**src/rtl/mdu_pkg.sv**
```systemverilog
// Shared types and helpers for the iterative multiply/divide unit.
package mdu_pkg;

  typedef enum logic [1:0] {
    IDLE = 2'd0,
    CALC = 2'd1,
    FIX  = 2'd2,
    DONE = 2'd3
  } mdu_state_e;

  localparam logic MDU_OP_MUL = 1'b0;
  localparam logic MDU_OP_DIV = 1'b1;

  // Widest value the helper handles; covers 2*WIDTH results for WIDTH <= 64.
  localparam int MDU_MAX_W = 128;

  // Two's-complement magnitude / conditional negate; callers truncate to their width.
  function automatic logic [MDU_MAX_W-1:0] cond_neg(input logic [MDU_MAX_W-1:0] v,
                                                    input logic                 neg);
    return neg ? (~v + 1'b1) : v;
  endfunction

endpackage

```
**src/rtl/mdu_divstep.sv**
```systemverilog
// One combinational restoring-division step: shift in a dividend bit, trial-subtract the divisor.
module mdu_divstep #(
  parameter int WIDTH = 32
) (
  input  logic [WIDTH-1:0] rem_i,
  input  logic             bit_i,
  input  logic [WIDTH-1:0] div_i,
  output logic [WIDTH:0]   rem_o,
  output logic             q_o
);

  logic [WIDTH:0]   shifted;
  logic [WIDTH+1:0] diff;

  always_comb begin
    shifted = {rem_i, bit_i};
    diff    = {1'b0, shifted} - {2'b00, div_i};
    q_o     = ~diff[WIDTH+1];
    rem_o   = q_o ? diff[WIDTH:0] : shifted;
  end

endmodule

```
**src/rtl/mdu_iter.sv**
```systemverilog
// Iterative multiply/divide unit, result {hi,lo}; MDU_EARLY_OUT_EN enables multiply early exit.
//   state | meaning
//   IDLE  | waiting for start_i
//   CALC  | one shift-add or restoring step per edge
//   FIX   | sign correction, load result_o
//   DONE  | result held until ack_i
import mdu_pkg::*;

module mdu_iter #(
  parameter int WIDTH = 32
) (
  input  logic               clk,
  input  logic               rst,
  input  logic               start_i,
  input  logic               op_i,
  input  logic               signed_i,
  input  logic               annul_i,
  input  logic [WIDTH-1:0]   a_i,
  input  logic [WIDTH-1:0]   b_i,
  input  logic               ack_i,
  output logic               busy_o,
  output logic               ready_o,
  output logic [2*WIDTH-1:0] result_o
);

  localparam int            CW   = $clog2(WIDTH);
  localparam logic [CW-1:0] LAST = CW'(WIDTH - 1);

  mdu_state_e state_q, state_d;

  logic               op_q, neg_res_q, neg_rem_q;
  logic [CW-1:0]      cnt_q;
  // mul: a_q = shifted multiplicand, b_q = shifted multiplier, acc_q = product
  // div: a_q[WIDTH-1:0] = dividend turning into quotient, b_q = divisor, acc_q = remainder
  logic [2*WIDTH-1:0] a_q, acc_q, result_q;
  logic [WIDTH-1:0]   b_q;

  logic               accept, div_zero, calc_last, q_bit;
  logic [WIDTH-1:0]   mag_a, mag_b, quot_fix, rem_fix;
  logic [WIDTH:0]     rem_next;
  logic [2*WIDTH-1:0] prod_fix;

  mdu_divstep #(.WIDTH(WIDTH)) u_divstep (
    .rem_i (acc_q[WIDTH-1:0]),
    .bit_i (a_q[WIDTH-1]),
    .div_i (b_q),
    .rem_o (rem_next),
    .q_o   (q_bit)
  );

  always_comb begin
    accept   = start_i & ~annul_i;
    div_zero = (op_i == MDU_OP_DIV) && (b_i == '0);
    mag_a    = WIDTH'(cond_neg(MDU_MAX_W'(a_i), signed_i & a_i[WIDTH-1]));
    mag_b    = WIDTH'(cond_neg(MDU_MAX_W'(b_i), signed_i & b_i[WIDTH-1]));
    prod_fix = (2*WIDTH)'(cond_neg(MDU_MAX_W'(acc_q), neg_res_q));
    quot_fix = WIDTH'(cond_neg(MDU_MAX_W'(a_q[WIDTH-1:0]), neg_res_q));
    rem_fix  = WIDTH'(cond_neg(MDU_MAX_W'(acc_q[WIDTH-1:0]), neg_rem_q));
  end

  always_comb begin
    calc_last = (cnt_q == LAST);
`ifdef MDU_EARLY_OUT_EN
    if (op_q == MDU_OP_MUL) calc_last = (b_q[WIDTH-1:1] == '0);
`endif
  end

  always_ff @(posedge clk) begin
    if (rst) state_q <= IDLE;
    else     state_q <= state_d;
  end

  always_comb begin
    state_d = state_q;
    case (state_q)
      IDLE:    if (accept) state_d = div_zero ? DONE : CALC;
      CALC:    if (calc_last) state_d = FIX;
      FIX:     state_d = DONE;
      DONE:    if (ack_i) state_d = IDLE;
      default: state_d = IDLE;
    endcase
    if (annul_i) state_d = IDLE;
  end

  always_ff @(posedge clk) begin
    if (rst) begin
      op_q      <= 1'b0;
      neg_res_q <= 1'b0;
      neg_rem_q <= 1'b0;
      cnt_q     <= '0;
      a_q       <= '0;
      b_q       <= '0;
      acc_q     <= '0;
      result_q  <= '0;
    end else if (!annul_i) begin
      case (state_q)
        IDLE: if (start_i) begin
          op_q      <= op_i;
          neg_res_q <= signed_i & (a_i[WIDTH-1] ^ b_i[WIDTH-1]);
          neg_rem_q <= signed_i & a_i[WIDTH-1];
          cnt_q     <= '0;
          acc_q     <= '0;
          a_q       <= {{WIDTH{1'b0}}, mag_a};
          b_q       <= mag_b;
          // Divide by zero: quotient all ones, remainder is the raw dividend.
          if (div_zero) result_q <= {a_i, {WIDTH{1'b1}}};
        end
        CALC: begin
          cnt_q <= cnt_q + 1'b1;
          if (op_q == MDU_OP_MUL) begin
            if (b_q[0]) acc_q <= acc_q + a_q;
            a_q <= a_q << 1;
            b_q <= b_q >> 1;
          end else begin
            acc_q            <= {{(WIDTH-1){1'b0}}, rem_next};
            a_q[WIDTH-1:0]   <= {a_q[WIDTH-2:0], q_bit};
          end
        end
        FIX: begin
          if (op_q == MDU_OP_MUL) result_q <= prod_fix;
          else                    result_q <= {rem_fix, quot_fix};
        end
        default: ;
      endcase
    end
  end

  assign busy_o   = (state_q == CALC) || (state_q == FIX);
  assign ready_o  = (state_q == DONE);
  assign result_o = result_q;

endmodule
```
**config.mk**
```make
export PLATFORM = sky130hd
export DESIGN_NAME = mdu_iter
export DESIGN_NICKNAME = d
export VERILOG_FILES = /design/src/rtl/mdu_pkg.sv /design/src/rtl/mdu_divstep.sv /design/src/rtl/mdu_iter.sv
export SDC_FILE = /design/constraint.sdc
export NUM_CORES = 1
export LEC_CHECK = 0
export CAP_MARGIN = 10
export CORE_UTILIZATION = 55
export CTS_CLUSTER_DIAMETER = 200
export CTS_CLUSTER_SIZE = 8
export DETAILED_ROUTE_END_ITERATION = 7
export MAX_ROUTING_LAYER = met4
export PLACE_DENSITY = 0.89
export SKIP_LAST_GASP = 1
export SLEW_MARGIN = 25
export SYNTH_ARGS = -nofsm -noshare
export SYNTH_HDL_FRONTEND = slang
export SYNTH_SLANG_ARGS = --single-unit
```
**constraint.sdc**
```tcl
create_clock -name clk -period 3.3 [get_ports clk]
set_clock_uncertainty 0.15 [all_clocks]
set_input_delay 0.33 -clock clk [delete_from_list [all_inputs] [get_ports clk]]
set_output_delay 0.33 -clock clk [all_outputs]
set_load 0.005 [all_outputs]
```
==> impl_metrics.ini, run 1 <==
[sta]
slew-limit-headroom = 0.470
setup_slack_ns = -0.334
max_freq_ghz = 0.275
period_share = 1.10
hold_violations = 0
slew_violations = 0
grt_setup_unrepaired = yes
hold_ws_ns = 0.117
period_needed_ns = 3.63
setup_viol = 64
worst_pin_slew_ns = 0.796

[global_routing]
grt_pass1_vias = 21344
use_met2 = 0.612
grt_util_met3 = 0.0674
grt_util_all_layers = 0.398
grt_max_degree = 147
top_usage_layer = met2
antenna_found_initial = 1
grt-ovfl-total = 0
grt_util_met1 = 0.511
grt_pass1_wl_um = 112000

[floorplan]
rows = 68
die_h_um = 190
core_area_mm2 = 0.0347
die-area_mm2 = 0.0362
start_util = 0.562
die_w_um = 190
ios = 137

[power_and_ir_drop]
powerDensity_mw_per_mm2 = 331
peakVddDrop_mv = 0.305
p_leak_uw = 0.0109

[clock_network]
cts_tree = built
cts.htree.levels = 2
clock_sinks = 234
clk_latency_ns = 0.54
cts_root_buffer = clkbuf_16
cts_buffer_depth = 3
cts_buffers = 35
cts.reportedPaths.clkPinSlew_ns = 0.05
cts_hold_buf = 0

[worst_setup_path]
rrSetupSlack_ns = -0.33
r2r-start = acc_q[0]
cp.arrival_ns = 3.83
crit_fanout = 5
critPathKind = reg2reg
r2r-end = result_o[62]
worstPathRequired_ns = 3.50
ff2ff_path_depth = 13
cp-end-kind = flop
startpoint_type = flop

[synth]
synth_top_flop_cell = dfxtp_1
yosysWarnings = 0
synth_fp_nets = 2847
syn_avg_cell_area_um2 = 7.30
synth_cells = 2669
yosys.cell_types.count = 81
syn_area_mm2 = 0.0195
synth-seq-cells = 234
synth-async-reset-ratio = 0
ys_seq_area_frac = 0.240
synth_edf_count = 0

[cells_and_area]
sequential_cell_area_mm2 = 0.00473
drive_gt1_frac = 0.235
area_growth_pct = 36.1
nets = 3289
num-fill-cells = 2330
final_core_util = 0.764
multiInputGateArea_mm2 = 0.0150

[worst_hold_path]
worstHoldStart = rst
hp-class = in2reg
min_to = result_o[10]
whs_path_depth = 2

[placement]
routabilityCongestion = 1.03
dpl.hpwl_um = 52600
numPortBuffers = 136

[detailed_routing]
drc = 2
vias_per_cell = 6.65
drtAntennaViolNets = 0
routed_wl_um = 79800
vias = 23743
drtIter0Drc = 3305
wl_per_cell_um = 22.4
firstDrtPassIters = 8

[outcome]
status = finished with violations
violations = design-rule violations, negative setup slack

[flow_run]
cap_violations = 0
==> Yosys cell counts, drive strengths merged, types with 31 or more instances <==
cell | n | area (um2)
dfxtp | 234 | 4680
nand2 | 352 | 1320
nand4 | 32 | 200
ha | 105 | 1310
xnor2 | 131 | 1150
or3 | 31 | 204
o211ai | 43 | 323
buf | 33 | 163
clkbuf | 153 | 574
a21o | 59 | 443
nand3 | 37 | 185
a21oi | 231 | 1160
a22oi | 47 | 353
mux2i | 39 | 390
o31ai | 55 | 432
inv | 71 | 267
nor2 | 253 | 950
o21ai | 219 | 1100
xor2 | 112 | 981
nor3 | 55 | 280
a211oi | 52 | 395
==> area by class of cell <==
type | instances | area share
tap | 455 | 0.0215
clock inverter | 1 | 0.000330
clock buffer | 38 | 0.0350
multi-input combinational | 2178 | 0.564
sequential | 234 | 0.178
antenna | 1 | 0.0000943
timing repair buffer | 591 | 0.191
inverter | 71 | 0.0100
==> worst max-delay path, cell delays in order, from the launching register on <==
cell      delay [ns]
dfxtp_4         0.36
inv_2           0.08
ha_4            0.14
or4b_4          0.50
nor2_4          0.17
nand4_1         0.17
or3_4           0.45
or3_4           0.35
buf_6           0.14
o21ai_2         0.12
xor2_1          0.28
o21ai_1         0.13
mux2i_1         0.26
a211oi_1        0.14
==> routing by layer <==
layer	wire, um	share of wire
met1	30200	0.38
met2	35200	0.44
met3	9530	0.12
met4	4880	0.061
met5	0	0
==> cells in the final DEF (no fill, tap or decap), drive strengths merged, types with 37 or more instances in the layout <==
| master | n |
|---|---|
| buf | 453 |
| nand2 | 352 |
| nor2 | 253 |
| dfxtp | 234 |
| a21oi | 231 |
| o21ai | 219 |
| clkdlybuf4s50 | 135 |
| xnor2 | 131 |
| xor2 | 112 |
| ha | 105 |
| inv | 71 |
| a21o | 59 |
| nor3 | 55 |
| o31ai | 55 |
| a211oi | 52 |
| a22oi | 47 |
| o211ai | 43 |
| clkbuf | 41 |
| mux2i | 39 |
| nand3 | 37 |
==> power breakdown <==
group,switching [uW],internal [uW],leakage [uW]
combinational,1410,1090,0.00856
sequential,78.8,2890,0.00190
clock,1340,1960,0.000461
==> registers in the layout (all words and copies together) (netlist names), 2 cells and up <==
register  flops
a_q          64
acc_q        64
result_o     64
b_q          32
cnt_q         5
state_q       2
==> worst max-delay path by stage <==
stage | from | end | slack [ns] | depth (start not counted)
4_1_cts | acc_q[0] | result_o[61] | -0.12 | 12
3_5_place_dp | b_i[7] | result_o[48] | -0.39 | 13
6_report | acc_q[0] | result_o[62] | -0.33 | 13
2_1_floorplan | acc_q[0] | result_o[60] | 0.001 | 13
5_1_grt | acc_q[0] | result_o[61] | -0.32 | 12
3_3_place_gp | b_i[7] | result_o[10] | -0.25 | 13
==> cell families (layout without fill, tap and decap cells) <==
logic type	count (synthesis)	count (layout)	synth area share
AOI/OAI and AO/OA	872	872	0.287
xor gates and xnor gates	243	243	0.109
adders and majority gates	107	107	0.0695
buffers and inverters	257	701	0.0515
DFF	234	234	0.240
muxes	44	44	0.0258
other	0	1	0
and+or+nand+nor	912	912	0.217
==> metrics by stage <==
| stage | setup TNS (ns) | power [uW] | std cells | worst slack [ns] | area [um2] |
|---|---|---|---|---|---|
| floorplan | 0 | 4180 | 2669 | 0.00114 | 19500 |
| global placement | -17.49 | 4940 | 3485 | -0.247 | 23900 |
| detailed placement | -28.12 | 5000 | 3485 | -0.388 | 23900 |
| CTS | -1.19 | 8360 | 3540 | -0.120 | 25400 |
| global route | -11.08 | 8990 | 3569 | -0.322 | 26500 |
| finish | -7.33 | 8770 | 3569 | -0.334 | 26500 |
==> what timing repair did <==
action / CTS / global route
gates resized for setup: 99 / 221
setup endpoints to repair: 74 / 105
buffers inserted: 15 / 27
pin swaps: 29 / 82
cloned: 2 / 3
Power figures use the tool's default switching activity.
==> run 2: changes to the inputs <==
- SKIP_LAST_GASP: 1 -> unset
==> run 2 against run 1 <==
Compared with the run above: the flow finishes with violations (negative setup slack); sequential power about the same; highest routed layer unchanged; register-to-register slack hardly changed; count of clock-buffer cells in the layout stayed put; largest cell class unchanged; utilization decreased by 0.11 points; sequential share of layout area barely moved; hold slack worse by 0.0041 ns; sequential cell count did not move; first-iteration DRC count rose by 2.8%; critical path depth unchanged.
==> impl_metrics.ini, run 2 (same netlist as run 1, synthesis figures left out) <==
[global_routing]
grt_pass1_vias = 21313
grt_max_degree = 147
grt_util_all_layers = 0.397
grt_pass1_wl_um = 112000
antenna_found_initial = 0
grt-ovfl-total = 0

[detailed_routing]
vias = 23572
drtAntennaViolNets = 0
firstDrtPassIters = 7
drc = 0
wl_per_cell_um = 22.2
drtIter0Drc = 3396
vias_per_cell = 6.62
routed_wl_um = 79000

[sta]
slew_violations = 0
setup_viol = 64
slew-limit-headroom = 0.500
worst_pin_slew_ns = 0.750
setup_tns_ns = -8.85
period_needed_ns = 3.65
setup_slack_ns = -0.346
hold_violations = 0
period_share = 1.10
max_freq_ghz = 0.274
hold_ws_ns = 0.113
grt_setup_unrepaired = yes

[clock_network]
cts_root_buffer = clkbuf_16
cts.reportedPaths.clkPinSlew_ns = 0.06
cts_tree = built
clk_latency_ns = 0.54
cts_hold_buf = 0
cts.htree.levels = 2
cts_buffers = 35
clock_sinks = 234
cts_buffer_depth = 3

[worst_setup_path]
critPathKind = reg2reg
cp.arrival_ns = 3.86
startpoint_type = flop
rrSetupSlack_ns = -0.35
worstPathRequired_ns = 3.51
crit_fanout = 5
cp-end-kind = flop

[floorplan]
rows = 68
ios = 137
core_area_mm2 = 0.0347
die_w_um = 190
die_h_um = 190
start_util = 0.562
die-area_mm2 = 0.0362

[placement]
routabilityCongestion = 1.03
dpl.hpwl_um = 52600
numPortBuffers = 136
postPlaceCellArea_mm2 = 0.0239

[power_and_ir_drop]
p_leak_uw = 0.0109
powerDensity_mw_per_mm2 = 332
p_total_uw = 8780
peakVddDrop_mv = 0.310

[cells_and_area]
nets = 3281
layout_commonest_cell = buf_4
design_area_mm2 = 0.0265
drive_gt1_frac = 0.232
area_growth_pct = 35.9
diodes = 0
most-common-layout-cells = buf_4 (405), nand2_1 (342), nor2_1 (236)

[outcome]
violations = negative setup slack
status = finished with violations

[worst_hold_path]
hp-class = in2reg

[flow_run]
cap_violations = 0
==> run 2: changes by cell type in the layout (fill, tap and decap cells not counted), moves of 3 or more <==
cell | before | now
o21ai_2 | 17 | 14
o21ai_1 | 34 | 38
xnor2_2 | 5 | 8
buf_4 | 414 | 405
xnor2_1 | 126 | 123
==> run 2: path summary, 6_finish.rpt <==
check / startpoint / endpoint / cells past startpoint
worst min register to register: b_q[13] / b_q[13] / 2
worst max-delay path: acc_q[3] / result_o[61] / 13
worst min-delay path: rst / result_o[10] / 2
worst max register to register: acc_q[3] / result_o[61] / 13
==> run 2: worst max-delay path, stage by stage, from the launching register on <==
cell and delay [ns]:
dfxtp_1 0.34, buf_4 0.16, or4_4 0.46, nor3_4 0.13, buf_6 0.15, nand4_1 0.18, buf_4 0.20, or3_4 0.35
or3_4 0.42, o31ai_4 0.22, xor2_1 0.22, o21ai_1 0.11, mux2i_1 0.25, a211oi_1 0.12
==> run 2: layout make-up <==
type	instances	area (um2)
Clock buffer	38	930
Clock inverter	1	8.76
Fill cell	2319	8220
Inverter	71	267
Multi-Input combinational cell	2178	15000
Sequential cell	234	4720
Tap cell	455	569
Timing Repair Buffer	583	5030
==> run 2: power by group <==
| group | leakage, uW | total, uW | switching, uW | internal [uW] |
|---|---|---|---|---|
| Combinational | 0.00852 | 2480 | 1400 | 1080 |
| Clock | 0.000461 | 3330 | 1370 | 1960 |
| Sequential | 0.00190 | 2970 | 79.1 | 2890 |
| Total | 0.0109 | 8780 | 2840 | 5940 |
==> run 2: routing by layer <==
layer / wire length [um] / global-route usage
met4: 4750 / 0.176
met3: 9740 / 0.0653
met5: 0 / -
met1: 29900 / 0.510
met2: 34600 / 0.614
==> run 2: repair_timing <==
action,4_1_cts,5_1_grt
setup endpoints to repair,74,105
resized for setup,106,214
pin swaps,29,89
buffers inserted,15,19
cloned,2,3
==> run 2: per-stage QoR <==
step / setup WS (ns) / cells / util
3_3_place_gp: -0.247 / 3485 / 0.689
4_1_cts: -0.108 / 3540 / 0.731
3_5_place_dp: -0.388 / 3485 / 0.689
6_report: -0.346 / 3560 / 0.763
5_1_grt: -0.392 / 3560 / 0.763
2_1_floorplan: 0.00114 / 2669 / -
